## config.mk

```make
export PLATFORM = sky130hd
export DESIGN_NAME = d7s_scan_flat
export DESIGN_NICKNAME = d
export VERILOG_FILES = /design/src/rtl/d7s_scan_if.sv /design/src/rtl/d7s_scan.sv /design/src/flat_wrapper.sv
export SDC_FILE = /design/constraint.sdc
export NUM_CORES = 1
export LEC_CHECK = 0
export BUFFER_PORTS_ARGS = -buffer_cell sky130_fd_sc_hd__buf_2
export CORE_AREA = 10 10 102 104
export CTS_CLUSTER_SIZE = 10
export DETAILED_ROUTE_END_ITERATION = 10
export DIE_AREA = 0 0 112 114
export MAX_ROUTING_LAYER = met4
export SETUP_SLACK_MARGIN = 0.15
export SLEW_MARGIN = 20
export SYNTH_ARGS = -nofsm -noshare
export SYNTH_HDL_FRONTEND = slang
export SYNTH_SLANG_ARGS = --single-unit
```

## constraint.sdc

```tcl
create_clock -name clk -period 5.2 [get_ports clk]
set_input_delay 0.26 -clock clk [delete_from_list [all_inputs] [get_ports clk]]
set_output_delay 0.26 -clock clk [all_outputs]
set_load 0.005 [all_outputs]
```

## src/rtl/d7s_scan_if.sv

```systemverilog
// Display bus of the scanned seven-segment driver: application-side value/control
// inputs and the board-facing segment/anode outputs.
interface d7s_scan_if #(
    parameter int DIGITS = 4
);
    logic [4*DIGITS-1:0] value;
    logic [DIGITS-1:0]   digit_en;
    logic [DIGITS-1:0]   dp;
    logic                blank_lz;
    logic [3:0]          bright;
    logic [6:0]          seg;
    logic                dp_o;
    logic [DIGITS-1:0]   an;
    logic                frame_start;

    modport master (
        output value, digit_en, dp, blank_lz, bright,
        input  seg, dp_o, an, frame_start
    );

    modport slave (
        input  value, digit_en, dp, blank_lz, bright,
        output seg, dp_o, an, frame_start
    );
endinterface

```

## src/rtl/d7s_scan.sv

```systemverilog
// Time-multiplexed N-digit hex seven-segment driver with per-frame input snapshot,
// dead-time ghost suppression, PWM brightness and leading-zero blanking.
module d7s_scan #(
    parameter int DIGITS         = 4,
    parameter int SCAN_DIV       = 50000,
    parameter int DEAD           = 16,
    parameter bit SEG_ACTIVE_LOW = 1'b1,
    parameter bit AN_ACTIVE_LOW  = 1'b1
) (
    input  logic       clk,
    input  logic       rst,
    d7s_scan_if.slave  bus
);

    localparam int CNT_W = (SCAN_DIV > 1) ? $clog2(SCAN_DIV) : 1;
    localparam int IDX_W = (DIGITS > 1) ? $clog2(DIGITS) : 1;

    localparam logic [CNT_W-1:0]  CNT_LAST = CNT_W'(SCAN_DIV - 1);
    localparam logic [CNT_W-1:0]  CNT_DEAD = CNT_W'(DEAD);
    localparam logic [CNT_W-1:0]  CNT_ONE  = CNT_W'(1'b1);
    localparam logic [IDX_W-1:0]  IDX_LAST = IDX_W'(DIGITS - 1);
    localparam logic [IDX_W-1:0]  IDX_ONE  = IDX_W'(1'b1);
    localparam logic [6:0]        SEG_OFF  = SEG_ACTIVE_LOW ? 7'h7F : 7'h00;
    localparam logic              DP_OFF   = SEG_ACTIVE_LOW ? 1'b1 : 1'b0;
    localparam logic [DIGITS-1:0] AN_OFF   = AN_ACTIVE_LOW ? {DIGITS{1'b1}} : {DIGITS{1'b0}};
    localparam logic [DIGITS-1:0] AN_ONE   = DIGITS'(1'b1);

    // Hex nibble to active-high {g,f,e,d,c,b,a}
    function automatic logic [6:0] hex_to_seg(input logic [3:0] nib);
        logic [6:0] pat;
        case (nib)
            4'h0:    pat = 7'h3F;
            4'h1:    pat = 7'h06;
            4'h2:    pat = 7'h5B;
            4'h3:    pat = 7'h4F;
            4'h4:    pat = 7'h66;
            4'h5:    pat = 7'h6D;
            4'h6:    pat = 7'h7D;
            4'h7:    pat = 7'h27;
            4'h8:    pat = 7'h7F;
            4'h9:    pat = 7'h6F;
            4'hA:    pat = 7'h77;
            4'hB:    pat = 7'h7C;
            4'hC:    pat = 7'h39;
            4'hD:    pat = 7'h5E;
            4'hE:    pat = 7'h79;
            4'hF:    pat = 7'h71;
            default: pat = 7'h00;
        endcase
        return pat;
    endfunction

    logic [CNT_W-1:0]    cnt_r;
    logic [IDX_W-1:0]    idx_r;
    logic [3:0]          pwm_r;
    logic [4*DIGITS-1:0] sh_val_r;
    logic [DIGITS-1:0]   sh_en_r;
    logic [DIGITS-1:0]   sh_dp_r;
    logic                sh_blz_r;
    logic                frame_start_r;
    logic [6:0]          seg_r;
    logic                dp_r;
    logic [DIGITS-1:0]   an_r;

    logic                wrap_s;
    logic                snap_s;
    logic                lz_run_s;
    logic [DIGITS-1:0]   lit_s;
    logic [3:0]          nib_s;
    logic                lit_cur_s;
    logic                duty_s;
    logic                settled_s;
    logic [6:0]          seg_next_s;
    logic                dp_next_s;
    logic [DIGITS-1:0]   an_next_s;

    assign wrap_s = (cnt_r == CNT_LAST);
    assign snap_s = wrap_s && (idx_r == IDX_LAST);

    // Slot counter, digit index and free-running PWM phase
    always_ff @(posedge clk or posedge rst) begin
        if (rst) begin
            cnt_r <= {CNT_W{1'b0}};
            idx_r <= {IDX_W{1'b0}};
            pwm_r <= 4'h0;
        end else begin
            pwm_r <= pwm_r + 4'h1;
            if (wrap_s) begin
                cnt_r <= {CNT_W{1'b0}};
                if (idx_r == IDX_LAST) begin
                    idx_r <= {IDX_W{1'b0}};
                end else begin
                    idx_r <= idx_r + IDX_ONE;
                end
            end else begin
                cnt_r <= cnt_r + CNT_ONE;
            end
        end
    end

    // Frame snapshot of the application inputs, taken on the last cycle of the last slot
    always_ff @(posedge clk or posedge rst) begin
        if (rst) begin
            sh_val_r      <= {(4*DIGITS){1'b0}};
            sh_en_r       <= {DIGITS{1'b0}};
            sh_dp_r       <= {DIGITS{1'b0}};
            sh_blz_r      <= 1'b0;
            frame_start_r <= 1'b0;
        end else begin
            frame_start_r <= snap_s;
            if (snap_s) begin
                sh_val_r <= bus.value;
                sh_en_r  <= bus.digit_en;
                sh_dp_r  <= bus.dp;
                sh_blz_r <= bus.blank_lz;
            end
        end
    end

    // Per-digit visibility: zero-run scanned from the most significant digit down
    always_comb begin
        lz_run_s = 1'b1;
        lit_s    = {DIGITS{1'b0}};
        for (int k = DIGITS - 1; k >= 0; k--) begin
            lz_run_s = lz_run_s && (sh_val_r[4*k +: 4] == 4'h0);
            if ((k != 0) && sh_blz_r && lz_run_s) begin
                lit_s[k] = 1'b0;
            end else begin
                lit_s[k] = sh_en_r[k];
            end
        end
    end

    // Next output values; the anode is only released once seg/dp_o already hold the
    // current digit, so new segments are never presented on a selected anode
    always_comb begin
        nib_s      = sh_val_r[{idx_r, 2'b00} +: 4];
        lit_cur_s  = lit_s[idx_r];
        duty_s     = (bus.bright == 4'hF) || (pwm_r < bus.bright);
        if (lit_cur_s) begin
            seg_next_s = SEG_OFF ^ hex_to_seg(nib_s);
        end else begin
            seg_next_s = SEG_OFF;
        end
        if (sh_dp_r[idx_r] && sh_en_r[idx_r]) begin
            dp_next_s = ~DP_OFF;
        end else begin
            dp_next_s = DP_OFF;
        end
        settled_s = (seg_r == seg_next_s) && (dp_r == dp_next_s);
        if ((cnt_r >= CNT_DEAD) && lit_cur_s && duty_s && settled_s) begin
            an_next_s = AN_OFF ^ (AN_ONE << idx_r);
        end else begin
            an_next_s = AN_OFF;
        end
    end

    // Registered pin drivers, all unlit/deselected while in reset
    always_ff @(posedge clk or posedge rst) begin
        if (rst) begin
            seg_r <= SEG_OFF;
            dp_r  <= DP_OFF;
            an_r  <= AN_OFF;
        end else begin
            seg_r <= seg_next_s;
            dp_r  <= dp_next_s;
            an_r  <= an_next_s;
        end
    end

    assign bus.seg         = seg_r;
    assign bus.dp_o        = dp_r;
    assign bus.an          = an_r;
    assign bus.frame_start = frame_start_r;

endmodule
```

## src/flat_wrapper.sv

```systemverilog
// flat-port wrapper written by rule: the top's interface ports become plain ports
module d7s_scan_flat 
#(
    parameter int DIGITS         = 4,
    parameter int SCAN_DIV       = 50000,
    parameter int DEAD           = 16,
    parameter bit SEG_ACTIVE_LOW = 1'b1,
    parameter bit AN_ACTIVE_LOW  = 1'b1
)
  (clk, rst, bus_value, bus_digit_en, bus_dp, bus_blank_lz, bus_bright, bus_seg, bus_dp_o, bus_an, bus_frame_start);
  d7s_scan_if #(.DIGITS(DIGITS)) bus_i ();
  input  logic clk;
  input  logic rst;
  input wire logic [$bits(bus_i.value)-1:0] bus_value;
  input wire logic [$bits(bus_i.digit_en)-1:0] bus_digit_en;
  input wire logic [$bits(bus_i.dp)-1:0] bus_dp;
  input wire logic [$bits(bus_i.blank_lz)-1:0] bus_blank_lz;
  input wire logic [$bits(bus_i.bright)-1:0] bus_bright;
  output wire logic [$bits(bus_i.seg)-1:0] bus_seg;
  output wire logic [$bits(bus_i.dp_o)-1:0] bus_dp_o;
  output wire logic [$bits(bus_i.an)-1:0] bus_an;
  output wire logic [$bits(bus_i.frame_start)-1:0] bus_frame_start;
  assign bus_i.value = bus_value;
  assign bus_i.digit_en = bus_digit_en;
  assign bus_i.dp = bus_dp;
  assign bus_i.blank_lz = bus_blank_lz;
  assign bus_i.bright = bus_bright;
  assign bus_seg = bus_i.seg;
  assign bus_dp_o = bus_i.dp_o;
  assign bus_an = bus_i.an;
  assign bus_frame_start = bus_i.frame_start;
  d7s_scan #(.DIGITS(DIGITS), .SCAN_DIV(SCAN_DIV), .DEAD(DEAD), .SEG_ACTIVE_LOW(SEG_ACTIVE_LOW), .AN_ACTIVE_LOW(AN_ACTIVE_LOW)) u_core (.clk(clk), .rst(rst), .bus(bus_i));
endmodule
```

==> results by group, run 1 <==
STA
  • # setup viols final: 0
  • Worst slew margin: 0.434
  • Fin. Hold Viols: 0
  • Fmax: 333 MHz
  • Slew Limit Fails: 0
  • RSZ-0062 raised after global routing: false
  • Setup_tns: 0 ns
  • Max Clock Skew: 0.00651 ns
  • Final period util: 0.577
  • Slew @ Worst Pin: 0.849 ns
  • Final Critical Period: 3.00 ns

Yosys
  • Mux cell area share after synthesis: 0.0842
  • Netlist cell types: 42
  • Compound-gate portion of the synthesized area: 0.0519
  • Area leader, netlist: dfrtp_1
  • Top post-synthesis cells by area: dfrtp_1, nand2_1, dfstp_2
  • Mapped Nets: 381
  • EDFF count, synth: 0
  • Synthesized instance count: 334
  • Synth top cells by count: nand2_1, dfrtp_1, ha_1
  • Post-synth top area share: 0.369
  • Seq cells post-synth: 60
  • Ys async rst share: 1.00
  • Yosys Warn Count: 0
  • Most common cell in the netlist: nand2_1
  • Adder-Cell Fraction of Synth Area: 0.0615
  • Largest family of logic cells by synthesized area: simple AND/OR/NAND/NOR gates
  • Post-synthesis cell area: 3250 sq um
  • Simple logic cell fraction of the synthesized area: 0.235
  • Mean area per synthesized cell: 9.74 sq um
  • Ys flop type: dfrtp_1
  • Xor and xnor area share after synthesis: 0.0673
  • Sequential area share after synthesis: 0.466

Placed design
  • Area after DPL: 3560 sq um
  • Gp weighted congestion: 0.924
  • I/O Buffers: 43
  • Hpwl dp: 5090 um

Floorplanning
  • Starting Density: 0.384
  • Core area: 8470 sq um
  • Die Y: 114 um
  • Rows: 34
  • Die ar.: 12800 sq um
  • I/O pin cnt: 44
  • Die Width: 112 um

Setup path
  • Element type at the critical path end: flop
  • Reg-to-Reg End: u_core.bus.an[0]
  • Worst path cell trace: mux4_2 -> inv_1 -> ha_1 -> inv_1 -> a221o_1 -> mux2i_1 -> xor2_1 -> nor4_4 -> nand4_1
  • Worst Path Arrival: 3.25 ns
  • Reg2Reg Setup Slack: 2.20 ns
  • Critical Path RT: 5.44 ns
  • Crit path kind: flop to flop
  • Number of buffers and inverters on the critical path: 2
  • Reg-to-reg startpoint: u_core.idx_r[0]
  • Worst r2r path cells: 9
  • CP top delay family: multiplexers
  • Highest net fanout along the worst path: 14
  • Crit path launch type: flop
  • CP peak stage delay: 0.68 ns
  • Crit path top cell by count: inv_1
  • CP max-delay cell: dfrtp_1

Layout
  • Share of cells above drive strength 1: 0.236
  • Final instance area: 3750 sq um
  • Register area: 1520 sq um
  • Ant. Diodes: 0
  • Fin nets: 428
  • Filler cell count: 835
  • Layout area overhead: 15.4%
  • Area of the multi-input gates: 1630 sq um

Clocking
  • Total CTS buffers: 9
  • Worst skew pair latency: 0.33 ns
  • # clock sinks: 60
  • H-tree levels: 3
  • Clk root buf: clkbuf_8
  • CTS max path bufs: 2
  • # Post-CTS Setup Buffers: 0
  • Post-CTS sizing: 0
  • CTS tree: done
  • CTS clk-pin slew, worst paths: 0.07 ns
  • Cts hold-fix bufs: 0

Route
  • Vias: 2442
  • Number of remaining DRC errors: 0
  • First-pass detailed-route iteration total: 4
  • Detailed Route WL: 6830 um
  • Initial DRC count: 81
  • Mean routed wirelength per cell: 13.8 um
  • Post-DRT Antenna Nets: 0
  • Via density: 4.94

Pwr
  • Pwr Density: 236 nW/um^2
  • Pwr Total: 885 uW
  • Net Sw Power: 196 uW
  • Part of the power in the clock network: 0.444
  • Worst VDD drop: 0.126 mV
  • Switching share of power: 0.221
  • Gate power share: 0.028
  • P_int: 689 uW
  • Lkg Pwr: 1.83 nW
  • Flop pwr share: 0.528

Global route
  • Total GRT Usage: 0.117
  • GRT overflow: 0
  • Vias in the first global route: 2484
  • Initial antenna violation count: 0
  • First-pass GRT wire length: 12200 um
  • Largest net degree at the start of global routing: 61

Min path
  • Hold path cells: 3
  • Hold Path Class: primary input to flop
  • HP Start: bus_dp[1]
  • Worst Hold Path EP: u_core.sh_dp_r[1]

Flow run
  • Max-Cap Viols: 0

Outcome
  • Status: finished clean
[flip-flops by register name, summed over array words and instances (netlist names), 2 cells and up]
signal / cells
u_core.bus.seg: 7
u_core.idx_r: 2
u_core.pwm_r: 4
u_core.sh_en_r: 4
u_core.cnt_r: 16
u_core.sh_val_r: 16
u_core.bus.an: 4
u_core.sh_dp_r: 4
[worst register-to-register path, delay by kind of cell, from the launching register on]
| kind | cells | cell delay [ns] |
|---|---|---|
| DFF | 1 | 0.68 |
| xor gates and xnor gates | 1 | 0.13 |
| AOI/OAI and AO/OA | 1 | 0.32 |
| and+or+nand+nor | 2 | 0.48 |
| muxes | 2 | 0.84 |
| adders and majority gates | 1 | 0.22 |
| buffers and inverters | 2 | 0.25 |
[per-layer routing]
metal / global-route usage / vias up / share of wire
met5: - / - / 0
met4: 0.0508 / 0 / 0.021
met3: 0.0346 / 16 / 0.051
met2: 0.160 / 53 / 0.41
met1: 0.156 / 1151 / 0.52
li1: - / 1222 / -
[layout by cell type, fill, tap and decap left out, drive strengths merged, types with 4 or more instances in the layout]
master  count
nand2b      9
o21ai       7
mux2i       6
nand4       5
buf        45
mux4        7
nor2       13
dfrtp      48
nor4        7
mux2        5
and2        4
ha         16
and3        4
xor2       15
nor3        5
dfstp      12
nand2      97
a21oi       5
nand3      14
inv        15
clkbuf     13
xnor2      10
[power groups by stage]
stage | Sequential (mW) | Combinational (mW) | Clock [mW]
finish | 0.468 | 0.0247 | 0.393
global route | 0.467 | 0.0290 | 0.432
CTS | 0.467 | 0.0260 | 0.406
detailed placement | 0.476 | 0.0257 | 0
global placement | 0.476 | 0.0252 | 0
floorplan | 0.476 | 0.0102 | 0
[cells by family (layout without fill, tap and decap cells)]
family / after synthesis / after routing
multiplexers: 18 / 18
AND/OR/NAND/NOR: 166 / 166
adder cells (fa/ha/maj): 16 / 16
XOR/XNOR: 25 / 25
flip-flops: 60 / 60
buffers and inverters: 24 / 76
AO/OA/AOI/OAI: 25 / 25
[per-stage QoR]
stage          cells  hold slack (ns)   util  setup slack (ns)
2_1_floorplan    334            0.372      -              2.58
3_3_place_gp     478            0.455  0.421              2.35
3_5_place_dp     478            0.461  0.421              2.21
4_1_cts          494            0.108  0.443              2.19
5_1_grt          494            0.109  0.443              1.93
6_report         494            0.118  0.443              2.20
[how the worst max path moves through the flow]
stage,depth (start not counted),start,to
after floorplan,10,u_core.idx_r[0],u_core.bus.an[0]
after global placement,9,u_core.idx_r[0],u_core.bus.an[0]
after detailed placement,9,u_core.idx_r[0],u_core.bus.an[0]
after CTS,9,u_core.idx_r[0],u_core.bus.an[0]
after global routing,9,u_core.idx_r[0],u_core.bus.an[2]
final,9,u_core.idx_r[0],u_core.bus.an[0]
[final cells by class]
class	count	share of cell area
Clock inverter	3	0.00533
Tap cell	108	0.0360
Sequential cell	60	0.404
Timing Repair Buffer	45	0.0613
Inverter	15	0.0150
Clock buffer	13	0.0450
Multi-Input combinational cell	250	0.433
Power figures use the tool's default switching activity.
==> inputs of run 2 (changes only) <==
--- a/config.mk
+++ b/config.mk
@@ -5,11 +5,12 @@
 export SDC_FILE = /design/constraint.sdc
 export NUM_CORES = 1
 export LEC_CHECK = 0
+export ABC_AREA = 1
 export BUFFER_PORTS_ARGS = -buffer_cell sky130_fd_sc_hd__buf_2
-export CORE_AREA = 10 10 102 104
+export CORE_AREA = 10 10 105 107
 export CTS_CLUSTER_SIZE = 10
 export DETAILED_ROUTE_END_ITERATION = 10
-export DIE_AREA = 0 0 112 114
+export DIE_AREA = 0 0 115 117
 export MAX_ROUTING_LAYER = met4
 export SETUP_SLACK_MARGIN = 0.15
 export SLEW_MARGIN = 20
==> constraint.sdc (replaced) <==
create_clock -name clk -period 2.6 [get_ports clk]
set_input_delay 0.13 -clock clk [delete_from_list [all_inputs] [get_ports clk]]
set_output_delay 0.13 -clock clk [all_outputs]
set_load 0.005 [all_outputs]
==> run 2 against run 1 <==
  * Total power increased by 110%
  * Cell count increased by 30%
  * Final area increased by 13%
  * First-iteration DRC count increased by 30%
  * Largest power group unchanged
  * Routed wire length increased by 19%
  * Die area increased by 5.4%
  * Largest cell class unchanged
==> results by group, run 2 <==
Clocking
  • Post-CTS sizing: 0
  • CTS max path bufs: 2
  • Clk root buf: clkbuf_8
  • CTS tree: done
  • H-tree levels: 3
  • Worst skew pair latency: 0.34 ns
  • # clock sinks: 60
  • Total CTS buffers: 9
  • CTS clk-pin slew, worst paths: 0.07 ns

Global route
  • Largest net degree at the start of global routing: 31
  • M1 GR Usage: 0.163
  • Total GRT Usage: 0.134
  • Met3 global-route usage: 0.0265
  • Met2 usage: 0.211
  • GRT overflow: 0
  • Most used routing layer: met2
  • Vias in the first global route: 3151
  • First-pass GRT wire length: 14300 um
  • Initial antenna violation count: 0

Route
  • Initial DRC count: 105
  • Number of remaining DRC errors: 0
  • Post-DRT Antenna Nets: 0
  • Vias: 3002
  • Detailed Route WL: 8120 um
  • Mean routed wirelength per cell: 12.7 um
  • First-pass detailed-route iteration total: 4
  • Via density: 4.68

Placed design
  • I/O Buffers: 43
  • Gp weighted congestion: 0.861
  • Hpwl dp: 6040 um
  • Area after DPL: 3800 sq um

Layout
  • Fin nets: 572
  • Filler cell count: 898
  • Most frequent cells in the layout: nand2_1, dfrtp_1, inv_1
  • Share of cells above drive strength 1: 0.219
  • Ant. Diodes: 0
  • Layout area overhead: 22.6%
  • Most common cell after layout, fill and taps aside: nand2_1
  • Final instance area: 4250 sq um

Min path
  • Hold Path Class: primary input to flop
  • Hold path cells: 3
  • Worst Hold Path EP: u_core.sh_val_r[15]
  • HP Start: bus_value[15]

STA
  • Fin. Hold Viols: 0
  • Fmax: 475 MHz
  • Final period util: 0.810
  • Setup_tns: 0 ns
  • Max Clock Skew: 0.0102 ns
  • Slew Limit Fails: 0
  • # setup viols final: 0
  • Final Critical Period: 2.10 ns
  • Slew @ Worst Pin: 0.747 ns
  • RSZ-0062 raised after global routing: false
  • Worst slew margin: 0.501

Setup path
  • CP peak stage delay: 0.39 ns
  • Worst r2r path cells: 12
  • Number of buffers and inverters on the critical path: 1
  • CP top delay family: simple AND/OR/NAND/NOR gates
  • Element type at the critical path end: flop
  • Crit path kind: flop to flop
  • Crit path launch type: flop
  • Highest net fanout along the worst path: 16
  • CP max-delay cell: dfrtp_1
  • Worst path cell trace: inv_2 -> nand2_1 -> nand3_1 -> nand2_2 -> ha_1 -> nand3b_1 -> nand3_1 -> nand2_1 -> nand3_1 -> nand2_1 -> nor2_2 -> nand4_1
  • Reg-to-reg startpoint: u_core.idx_r[0]
  • Reg-to-Reg End: u_core.bus.an[0]
  • Critical Path RT: 2.86 ns
  • Reg2Reg Setup Slack: 0.50 ns
  • Worst Path Arrival: 2.36 ns

Yosys
  • Netlist cell types: 34
  • Most common cell in the netlist: nand2_1
  • Mean area per synthesized cell: 7.71 sq um
  • Yosys Warn Count: 0
  • Seq cells post-synth: 60
  • Post-synthesis cell area: 3460 sq um
  • Area leader, netlist: dfrtp_1
  • Ys flop type: dfrtp_1
  • Mapped Nets: 496
  • Synth top cells by count: nand2_1, dfrtp_1, inv_1
  • Top post-synthesis cells by area: dfrtp_1, nand2_1, dfstp_2
  • Sequential area share after synthesis: 0.438
  • Post-synth top area share: 0.347
  • Synthesized instance count: 449
  • Ys async rst share: 1.00
  • EDFF count, synth: 0

Flow run
  • Max-Cap Viols: 0

Floorplanning
  • Die ar.: 13500 sq um
  • Starting Density: 0.384
  • Die Y: 117 um
  • Die Width: 115 um
  • I/O pin cnt: 44
  • Rows: 35
  • Core area: 9020 sq um

Outcome
  • Status: finished clean

Pwr
  • Pwr Density: 444 nW/um^2
  • Worst VDD drop: 0.224 mV
  • Lkg Pwr: 2.19 nW
run 2: cell count changes after synthesis, sizes merged, moves of 6 or more:
cell and delta:
inv +36, mux2i -6, mux4 -7, nand2 +87, nand2b -9, nand3 +29
nor2 +19, o21ai +8, xnor2 -9, xor2 -11
run 2: logic make-up after synthesis:
group / count (synthesis) / synth area share
AND/OR/NAND/NOR: 277 / 0.366
XOR/XNOR: 5 / 0.0126
buffers and inverters: 62 / 0.0788
flip-flops: 60 / 0.438
AO/OA/AOI/OAI: 29 / 0.0473
adder cells (fa/ha/maj): 16 / 0.0578
run 2: worst max path at each step:
stage	from	end	slack, ns	cells after the start
finish	u_core.idx_r[0]	u_core.bus.an[0]	0.50	12
global route	u_core.idx_r[0]	u_core.bus.an[3]	0.30	14
CTS	u_core.idx_r[0]	u_core.bus.an[3]	0.52	12
detailed placement	u_core.idx_r[0]	u_core.bus.an[3]	0.54	12
global placement	u_core.idx_r[0]	u_core.bus.an[2]	0.58	12
floorplan	u_core.idx_r[0]	u_core.bus.an[0]	0.65	13
run 2: power breakdown:
part,leakage (nW),total [mW],internal [mW],switching (mW)
registers,0.647,0.935,0.935,0.000150
logic,1.44,0.0775,0.0441,0.0334
clock network,0.102,0.873,0.492,0.381
total,2.19,1.89,1.47,0.414
run 2: worst register-to-register path, delay by kind of cell, from the launching register on:
kind          cells  cell delay (ns)
simple gates     10             1.07
flops             1             0.39
fa+ha+maj         1             0.32
buf+inv           1             0.23
run 2: routing by layer:
| layer | share of wire | wire [um] |
|---|---|---|
| met3 | 0.029 | 233 |
| met5 | 0 | 0 |
| met4 | 0.025 | 201 |
| met1 | 0.48 | 3870 |
| met2 | 0.47 | 3820 |
run 2: final cells by class:
| class | count | area, sq um | area share |
|---|---|---|---|
| flip-flops and latches | 60 | 1520 | 0.357 |
| inverters | 53 | 206 | 0.0486 |
| clock inverters | 4 | 47.5 | 0.0112 |
| well taps | 111 | 139 | 0.0327 |
| multi-input cells | 327 | 1670 | 0.394 |
| clock buffers | 12 | 155 | 0.0365 |
| repair buffers | 74 | 508 | 0.120 |
run 2: timing repair:
action	CTS	global route
hold endpoints to repair	46	0
hold buffers	24	0
setup buffers	0	0
run 2: metrics by stage:
| stage | setup WS, ns | util | hold WS, ns | cells | power (mW) |
|---|---|---|---|---|---|
| floorplan | 0.646 | - | 0.240 | 449 | 0.971 |
| CTS | 0.522 | 0.471 | 0.00644 | 641 | 1.90 |
| finish | 0.495 | 0.471 | 0.0135 | 641 | 1.89 |
| global route | 0.301 | 0.471 | 0.0259 | 641 | 1.96 |
| detailed placement | 0.542 | 0.422 | 0.246 | 601 | 1.00 |
| global placement | 0.579 | 0.422 | 0.254 | 601 | 1.00 |
==> inputs of run 3 (changes only) <==
==> constraint.sdc (replaced) <==
create_clock -name clk -period 2 [get_ports clk]
set_input_delay 0.1 -clock clk [delete_from_list [all_inputs] [get_ports clk]]
set_output_delay 0.1 -clock clk [all_outputs]
set_load 0.005 [all_outputs]
==> run 3 against run 2 <==
  * Clock skew up 0.0071 ns
  * Sequential cell count stayed put
  * Worst setup slack got worse by 0.44 ns
  * Final area increased by 18%
  * Via count grew 5.8%
  * Register-to-register slack lost 0.44 ns
  * Maximum frequency increased by 8.2%
  * Die area unchanged
  * Cell count up 4.5%
  * Global-route usage is 0.70 points higher
  * Hold slack improved by 0.31 ns
  * Critical endpoint unchanged
  * Largest cell class unchanged
  * Highest routed layer unchanged
==> results by group, run 3 (synthesized netlist as in run 2, its figures left out) <==
Outcome
  • Status: finished clean

Pwr
  • Gate power share: 0.046
  • Switching share of power: 0.217
  • Flop pwr share: 0.472
  • Pwr Density: 511 nW/um^2
  • Net Sw Power: 558 uW
  • Lkg Pwr: 2.55 nW
  • Part of the power in the clock network: 0.482
  • P_int: 2.01 mW
  • Worst VDD drop: 0.414 mV

Floorplanning
  • Core area: 9020 sq um
  • I/O pin cnt: 44
  • Rows: 35
  • Die Y: 117 um
  • Die ar.: 13500 sq um
  • Die Width: 115 um
  • Starting Density: 0.384

Setup path
  • Critical Path RT: 2.26 ns
  • Worst Path Arrival: 2.21 ns
  • Worst path cell trace: buf_6 -> buf_4 -> nand2_2 -> nand3_4 -> nand2_4 -> nand3b_1 -> nand3_1 -> nand2_1 -> nor2_4 -> nand2_2 -> nor2_4 -> nand4_1
  • Crit path kind: flop to flop
  • CP max-delay cell: dfrtp_2
  • Element type at the critical path end: flop
  • CP peak stage delay: 0.47 ns
  • Highest net fanout along the worst path: 8
  • Crit path launch type: flop

Clocking
  • # clock sinks: 60
  • Worst skew pair latency: 0.35 ns
  • Clk root buf: clkbuf_8
  • CTS clk-pin slew, worst paths: 0.08 ns
  • H-tree levels: 3
  • CTS tree: done
  • CTS max path bufs: 2
  • Total CTS buffers: 9

STA
  • Max Clock Skew: 0.0173 ns
  • Slew @ Worst Pin: 0.519 ns
  • Fmax: 514 MHz
  • Final period util: 0.973
  • Slew Limit Fails: 0
  • Fin. Hold Viols: 0
  • Worst slew margin: 0.654
  • # setup viols final: 0
  • Final Critical Period: 1.95 ns
  • Hold slack: 0.327 ns
  • Worst setup margin: 0.0544 ns
  • RSZ-0062 raised after global routing: true

Placed design
  • Pre-CTS WS: 0.0122 ns
  • Gp weighted congestion: 0.893
  • I/O Buffers: 43
  • Hpwl dp: 6120 um

Route
  • Number of remaining DRC errors: 0
  • Via density: 4.74
  • Initial DRC count: 116
  • Post-DRT Antenna Nets: 0
  • First-pass detailed-route iteration total: 4
  • Mean routed wirelength per cell: 13.8 um
  • Vias: 3177
  • Detailed Route WL: 9240 um

Layout
  • Register area: 1520 sq um
  • Most frequent cells in the layout: nand2_1, dfrtp_1, nand2_2
  • Fin nets: 601
  • Area of the multi-input gates: 2130 sq um
  • Share of cells above drive strength 1: 0.411
  • Filler cell count: 821
  • Ant. Diodes: 0
  • Most common cell after layout, fill and taps aside: nand2_1
  • Layout area overhead: 45.2%

Flow run
  • Max-Cap Viols: 0

Global route
  • Initial antenna violation count: 0
  • First-pass GRT wire length: 15000 um
  • Vias in the first global route: 3227
  • Largest net degree at the start of global routing: 25
  • Total GRT Usage: 0.141
  • GRT overflow: 0

Min path
  • Hold Path Class: primary input to asynchronous set/reset pin
==> run 3: cell types whose count changed in the layout (fill, tap and decap cells not counted), moves of 5 or more <==
| cell | delta |
|---|---|
| buf_4 | +20 |
| ha_1 | -5 |
| nand2_1 | -51 |
| nand2_2 | +31 |
| nand2_4 | +20 |
| nand3_1 | -11 |
| nand3_2 | +8 |
| nor2_1 | -9 |
| nor2_4 | +8 |
| o21ai_0 | -5 |
| o21ai_2 | +5 |
==> run 3: final timing paths <==
kind | from | to | slack, ns | cells after the start
max in group asynchronous | rst | u_core.bus.dp_o | 0.94 | 4
min in group clk | bus_bright[3] | u_core.bus.an[3] | 0.44 | 8
max | u_core.idx_r[0] | u_core.bus.an[0] | 0.05 | 12
min reg2reg | u_core.pwm_r[0] | u_core.pwm_r[0] | 0.48 | 1
min | rst | u_core.cnt_r[4] | 0.33 | 3
max reg2reg | u_core.idx_r[0] | u_core.bus.an[0] | 0.05 | 12
==> run 3: per-stage QoR <==
step / setup TNS [ns] / power, mW / cells / area [sq um] / util
final: 0 / 2.57 / 670 / 5030 / 0.557
after global routing: -0.309 / 2.66 / 670 / 5030 / 0.557
after CTS: 0 / 2.58 / 657 / 4580 / 0.508
after detailed placement: 0 / 1.31 / 608 / 3890 / 0.431
after global placement: 0 / 1.30 / 608 / 3890 / 0.431
after floorplan: 0 / 1.26 / 449 / 3480 / -
==> run 3: worst max-delay path: cells and delay by family, from the launching register on <==
| kind | cells | cell delay, ns |
|---|---|---|
| buf+inv | 2 | 0.29 |
| flops | 1 | 0.47 |
| simple gates | 10 | 1.09 |
==> run 3: layout make-up <==
class	count	share of cell area
Clock buffer	12	0.0289
Timing Repair Buffer	103	0.159
Multi-Input combinational cell	327	0.423
Tap cell	111	0.0276
Inverter	53	0.0440
Clock inverter	4	0.0147
Sequential cell	60	0.302
==> run 3: per-layer routing <==
| layer | up-vias | share of wire | GRT usage |
|---|---|---|---|
| met4 | 0 | 0.012 | 0.0446 |
| met2 | 47 | 0.51 | 0.239 |
| met5 | - | 0 | - |
| li1 | 1617 | - | - |
| met3 | 11 | 0.024 | 0.0306 |
| met1 | 1502 | 0.45 | 0.164 |
==> run 3: power groups by stage <==
stage	logic (mW)	clock network, mW	registers [mW]
detailed placement	0.0688	0	1.24
global placement	0.0658	0	1.24
CTS	0.108	1.26	1.22
global route	0.132	1.32	1.21
finish	0.118	1.24	1.22
floorplan	0.0255	0	1.24
==> run 3: repair_timing <==
item                                    in CTS  in global routing
resized for setup                           37                 96
pin swaps                                   13                 39
hold buffers                                26                  0
endpoints found under the setup margin      30                 34
gates cloned                                 1                  2
setup buffers                                6                 11
endpoints found under the hold margin       36                  0
